===== src/rtl/banco_registros_param.sv =====
// ---------------------------------------------------------------------------
// banco_registros_param
// Multi-port register file for the datapath: DEPTH x WIDTH storage, two
// synchronous write ports (B wins on same-address collision), two purely
// combinational read ports, optional hardwired-zero register 0, optional
// same-cycle write-to-read forwarding, synchronous clear, and a registered
// "written since clear" flag per register.
//
// Handshake: there is none. Every write port is a plain enable; an enabled
// write with a valid address is committed at the next rising clock edge
// unless clr or rst is active. Reads have no latency.
// ---------------------------------------------------------------------------
module banco_registros_param #(
    parameter int WIDTH    = 8,
    parameter int DEPTH    = 8,
    parameter int ZERO_REG = 0,
    parameter int BYPASS   = 1,
    localparam int AW      = $clog2(DEPTH)
) (
    input  logic             clk,
    input  logic             rst,
    input  logic             clr,
    input  logic             we_a,
    input  logic [AW-1:0]    addr_wr_a,
    input  logic [WIDTH-1:0] din_a,
    input  logic             we_b,
    input  logic [AW-1:0]    addr_wr_b,
    input  logic [WIDTH-1:0] din_b,
    input  logic [AW-1:0]    addr_rd1,
    input  logic [AW-1:0]    addr_rd2,
    output logic [WIDTH-1:0] dout1,
    output logic [WIDTH-1:0] dout2,
    output logic [DEPTH-1:0] dirty
);

    // DEPTH need not be a power of two, so an AW-bit address can point past
    // the last register. Compare with one extra bit so DEPTH itself fits.
    localparam logic [AW:0] DEPTH_LIM = (AW+1)'(DEPTH);

    logic [WIDTH-1:0] mem [DEPTH];

    logic             addr_ok_a;
    logic             addr_ok_b;
    logic             zero_hit_a;
    logic             zero_hit_b;
    logic             wr_eff_a;
    logic             wr_eff_b;
    logic [DEPTH-1:0] hit_a;
    logic [DEPTH-1:0] hit_b;
    logic [WIDTH-1:0] stored1;
    logic [WIDTH-1:0] stored2;

    // A write is "effective" only when enabled, in range, and not aimed at a
    // hardwired-zero register 0. clr is handled separately because it also
    // suppresses forwarding, not just storage.
    always_comb begin
        addr_ok_a  = ({1'b0, addr_wr_a} < DEPTH_LIM);
        addr_ok_b  = ({1'b0, addr_wr_b} < DEPTH_LIM);
        zero_hit_a = (ZERO_REG != 0) && (addr_wr_a == '0);
        zero_hit_b = (ZERO_REG != 0) && (addr_wr_b == '0);
        wr_eff_a   = we_a && addr_ok_a && !zero_hit_a;
        wr_eff_b   = we_b && addr_ok_b && !zero_hit_b;
    end

    // Per-register write decode for each port.
    always_comb begin
        hit_a = '0;
        hit_b = '0;
        for (int i = 0; i < DEPTH; i++) begin
            hit_a[i] = wr_eff_a && (addr_wr_a == AW'(i));
            hit_b[i] = wr_eff_b && (addr_wr_b == AW'(i));
        end
    end

    // Storage update: rst > clr > writes; port B overrides port A on the
    // same register.
    always_ff @(posedge clk or posedge rst) begin
        if (rst) begin
            for (int i = 0; i < DEPTH; i++) begin
                mem[i] <= '0;
            end
        end else if (clr) begin
            for (int i = 0; i < DEPTH; i++) begin
                mem[i] <= '0;
            end
        end else begin
            for (int i = 0; i < DEPTH; i++) begin
                if (hit_b[i]) begin
                    mem[i] <= din_b;
                end else if (hit_a[i]) begin
                    mem[i] <= din_a;
                end
            end
        end
    end

    // Written-since-clear flags: set only by effective writes, cleared only
    // by rst or clr. A collision sets the flag once, same as a single write.
    always_ff @(posedge clk or posedge rst) begin
        if (rst) begin
            dirty <= '0;
        end else if (clr) begin
            dirty <= '0;
        end else begin
            dirty <= dirty | hit_a | hit_b;
        end
    end

    // Stored-value mux for both read ports. An out-of-range address matches
    // no register and so reads as zero.
    always_comb begin
        stored1 = '0;
        stored2 = '0;
        for (int i = 0; i < DEPTH; i++) begin
            if (addr_rd1 == AW'(i)) begin
                stored1 = mem[i];
            end
            if (addr_rd2 == AW'(i)) begin
                stored2 = mem[i];
            end
        end
    end

    // Final read value for one port: zero register first, then forwarding
    // (B over A, disabled while clr is active), else the stored value.
    function automatic logic [WIDTH-1:0] read_sel(
        input logic [AW-1:0]    addr,
        input logic [WIDTH-1:0] stored,
        input logic             fwd_en,
        input logic             eff_a,
        input logic [AW-1:0]    wa_addr,
        input logic [WIDTH-1:0] wa_data,
        input logic             eff_b,
        input logic [AW-1:0]    wb_addr,
        input logic [WIDTH-1:0] wb_data
    );
        logic [WIDTH-1:0] r;
        r = stored;
        if ((ZERO_REG != 0) && (addr == '0)) begin
            r = '0;
        end else if (fwd_en && eff_b && (wb_addr == addr)) begin
            r = wb_data;
        end else if (fwd_en && eff_a && (wa_addr == addr)) begin
            r = wa_data;
        end
        return r;
    endfunction

    logic fwd_en;

    // Forwarding is a build-time option and is suppressed during clear so
    // the outputs show the contents that are about to be wiped.
    always_comb begin
        fwd_en = (BYPASS != 0) && !clr;
        dout1  = read_sel(addr_rd1, stored1, fwd_en,
                          wr_eff_a, addr_wr_a, din_a,
                          wr_eff_b, addr_wr_b, din_b);
        dout2  = read_sel(addr_rd2, stored2, fwd_en,
                          wr_eff_a, addr_wr_a, din_a,
                          wr_eff_b, addr_wr_b, din_b);
    end

endmodule

===== config.mk =====
export PLATFORM = sky130hd
export DESIGN_NAME = banco_registros_param
export DESIGN_NICKNAME = d
export VERILOG_FILES = /design/src/rtl/banco_registros_param.sv
export SDC_FILE = /design/constraint.sdc
export NUM_CORES = 1
export LEC_CHECK = 0
export BUFFER_PORTS_ARGS = -buffer_cell sky130_fd_sc_hd__buf_2
export CAP_MARGIN = 20
export CORE_ASPECT_RATIO = 1.25
export CORE_UTILIZATION = 54
export DETAILED_ROUTE_END_ITERATION = 7
export PLACE_DENSITY_LB_ADDON = 0.05
export REMOVE_ABC_BUFFERS = 1
export SYNTH_ARGS = -nofsm -noshare
export SYNTH_HDL_FRONTEND = slang
export SYNTH_SLANG_ARGS = --single-unit

===== constraint.sdc =====
create_clock -name clk -period 1.98 [get_ports clk]
set_input_delay 0.297 -clock clk [delete_from_list [all_inputs] [get_ports clk]]
set_output_delay 0.297 -clock clk [all_outputs]
set_load 0.005 [all_outputs]

Word-level counts from Yosys, hierarchy flattened. Cells that the tools add are included.

Bits in registers: 72. Bits of input ports: 33.

Equality and inequality tests: 32. Muxes and demuxes: 38. Bitwise gates (word level): 2. Reduce and logical (&&, ||, !) cells: 35.

Operator list (count): two-way mux 8 bit (37); two-way mux 64 bit (1); == test 3 bit (second input constant) (16); == test 3 x 2 -> 1 bit (second input constant) (8); nonzero test 3 bit (8); logical AND 1 bit (22); bitwise OR 8 bit (2); == test 3 x 1 -> 1 bit (second input constant) (4); == test 3 bit (4); zero test 3 bit (4); zero test 1 bit (1).

Longest topological paths before layout.
Depth in word-level cells: 11. Mapped depth: 8.

Worst setup path after synthesis. OpenSTA, ideal clock, no wires.

Path type: input-to-output. From: input addr_rd2[0]. To: output dout2[5]. Arrival: 1.367 ns. Data required time: 1.683 ns. Path slack: 0.316 ns. Stages: 7. Path buffers: 2. Cells stage by stage: buf_6 -> buf_12 -> mux4_2 -> mux2i_1 -> nand2_1 -> o21ai_1 -> o21ai_1.

Cells in the longest elaborated chain, start to end: 11.

Ends and longest elaborated chain: from (decl) (line 30) `input logic [AW-1:0] addr_rd2,`; zero test 3 bit (line 118) `if (addr_rd2 == AW'(i)) begin`; two-way mux 8 bit (8 in a row) (line 118); two-way mux 8 bit (line 143) `end else if (fwd_en && eff_a && (wa_addr == addr)) begin`; two-way mux 8 bit * (line 141) `end else if (fwd_en && eff_b && (wb_addr == addr)) begin`; to (decl) (line 32) `output logic [WIDTH-1:0] dout2,`.

Mark *: on every way between the ends. The rest lies on a longest branch, timed or not.

Worst setup path after layout.
From: register mem[22] (netlist bit). To: output dout1[6].

Cells in the longest elaborated chain, start to end: 5.

Ends and longest elaborated chain: from (decl) (line 40) `logic [WIDTH-1:0] mem [DEPTH];`; from (signal, indexed assignment) (line 89) `mem[i] <= din_b;`; from (signal, indexed assignment) (line 91) `mem[i] <= din_a;`; two-way mux 8 bit (3 in a row) (line 115) `if (addr_rd1 == AW'(i)) begin`; two-way mux 8 bit (line 143); two-way mux 8 bit (line 141); to (decl) (line 31) `output logic [WIDTH-1:0] dout1,`.

Every way passes these cells.

==> reports/qor.csv <==
metric,value,unit
Most common cell on crit path,o21ai_1,
Syn. warnings,0,
dpl cell area,5810,sq um
worst path cell trace,mux4_2 -> mux2i_2 -> nand2_1 -> o21ai_1 -> o21ai_1 -> buf_2,
Die X,90.0,um
Crit Path Category,register to output pin,
fin crit share,105,%
Hold Slack,0.331,ns
post-layout net count,635,
post-DP HPWL,10900,um
most frequent cells in the layout,"mux2i_1, nor2_1, dfrtp_1",
Worst EP required,1.68,ns
Root Driver,clkbuf_16,
CP Capture Type,output pin,
CTS sink count,72,
Starting Density,56.3,%
failing checks,setup timing,
slowest cell on the critical path,mux4_2,
Post-synth EDFFs,0,
first-pass GRT wire length,25700,um
# rows,39,
Netlist Area Pre-Place,5220,sq um
"most common cell after layout, fill and taps aside",mux2i_1,
Starting DRT DRC Count,403,
initial antenna violation count,0,
hold depth,3,
TNS Setup,-0.484,ns
Clock Skews,0,ns
outcome,"complete, but fails checks",
DRC,0,
#FFs+latches synth,72,
CP top delay family,multiplexers,
CTS Buffer Depth,2,
syn avg cell area,10.0,sq um
GRT Total Usage,33.4,%
"non-filler cells, final",729,
Vias,4679,
relative slew slack,64.7,%
"Distinct cells, synth",43,
# setup viols final,13,
Skew-Pair Late Insertion Delay,0.33,ns
setup slack after layout,-0.107,ns
Via density,6.42,
ANT cells,0,
Clock transition at path regs,0.06,ns
Area growth syn-to-layout,20.9,%
die area,10100,sq um
reg2reg path depth,3,
Fin. Hold Viols,0,
unrepaired setup endpoints after global routing,yes,
# Max-Cap Violations,0,
Final Max Tran Viols,0,
Fmax,479,MHz
register area share after synthesis,34.5,%
pin count of the biggest net entering global routing,48,
number of cells on the critical path,6,
fin crit period,2.09,ns
CP max FO,2,
ys async rst share,100,%
Worst path max stage delay,0.49,ns
total global routing overflow,0,
WL/cell,21.9,um
worst-margin pin slew,0.530,ns
overall power,4.09,mW
Die Ht,112,um
final core utilization,68.1,%
GP Congestion,0.874,
VDD IR max,532,uV
Buffers & Inverters on Critical Path,1,
WP data arrival,1.79,ns
Pwr per Cell Area,648,nW/um^2
Critical Path Start Type,register,
IO buf count,56,
dpl cells,696,
Post-Route WL,16000,um
Core Footprint,9270,sq um
share of layout cells above drive strength 1,32.8,%
cell area after layout,6310,sq um
H-tree levels,3,
num ports,57,
DR pass1 iterations,5,
Hold Path Class,input port to register,
worst slack at placement,-0.167,ns
Routed Antenna Nets,0,
vias in the first global route,4627,
cts bufs inserted,9,
Fillers,748,
Static Leakage,2.99,nW
CTS tree,yes,
Main synth FF type,dfrtp_1,
Gate Count Post-Synth,522,
[power breakdown]
group	switching (mW)	total (mW)	internal, mW
Clock	0.605	1.67	1.07
Sequential	0.0548	1.60	1.54
Combinational	0.448	0.822	0.374
[cells in the mapped netlist, types with 2 or more instances]
library cell  number  area, sq um
nor3b_2            2         25.0
a211oi_1          67          503
nor3b_1            2         15.0
a311oi_1           4         35.0
nand4b_1           3         26.3
nor4_4             2         42.5
a31oi_1            4         25.0
a21o_1             4         30.0
dfrtp_1           72         1800
o21ai_0            4         20.0
nand4_2            2         25.0
buf_2             32          160
o21ai_1           25          125
xnor2_1            5         43.8
buf_4              8         60.1
nand3_1            4         20.0
nand3b_1           2         15.0
inv_1              6         22.5
clkbuf_1          18         67.6
nand4_1            5         31.3
mux4_2            26          586
nand2_1           29          109
nor2_1            77          289
buf_6              6         67.6
mux2i_1           82          821
nor2b_1            6         37.5
o211ai_1           2         15.0
nor3_1             3         15.0
xor2_1             6         52.6
[sequential cells by signal (all words and copies together), names as in the netlist]
register	count
mem	64
dirty	8
[final timing paths]
check / slack, ns / endpoint / startpoint
hold / removal: 0.33 / mem[13] / din_b[5]
max in group asynchronous: 0.85 / mem[33] / rst
hold reg to reg: 0.50 / dirty[4] / dirty[4]
setup / recovery: -0.11 / dout1[6] / mem[22]
min in group asynchronous: 0.50 / mem[18] / rst
setup reg to reg: 1.04 / mem[30] / mem[30]
[timing repair]
action | 4_1_cts | 5_1_grt
gates resized for setup | 4 | 12
setup endpoints to repair | 16 | 16
setup buffers | 12 | 5
pin swaps | 6 | 8
hold buffers | 1 | 0
endpoints found under the hold margin | 17 | 0
[tightest hold or removal path: cells and delay by family]
| kind | cells | cell delay, ns |
|---|---|---|
| buffers and inverters | 1 | 0.16 |
| and+or+nand+nor | 1 | 0.12 |
| AOI/OAI and AO/OA | 1 | 0.05 |
[per-layer routing]
metal	vias to the layer above	part of all wire, %	GRT usage (%)
li1	2090	-	-
met1	2309	42	44.9
met2	234	47	52.8
met3	46	7.0	5.60
met4	0	4.3	16.6
met5	-	0	0
[layout make-up]
cell class | count | area, sq um | share of cell area [%]
clock buffers | 12 | 267 | 4.22
clock inverters | 3 | 40.0 | 0.634
inverters | 6 | 22.5 | 0.357
multi-input cells | 378 | 3080 | 48.8
flip-flops and latches | 72 | 1800 | 28.5
well taps | 123 | 154 | 2.44
repair buffers | 135 | 948 | 15.0
[kinds of logic (layout without fill, tap and decap cells)]
group	count (synthesis)	in the layout	synth area share (%)
and+or+nand+nor	142	142	13.3
buffers and inverters	72	156	7.69
muxes	109	109	27.1
xor gates and xnor gates	12	12	2.16
AOI/OAI and AO/OA	115	115	15.2
DFF	72	72	34.5
Power figures use the tool's default switching activity.
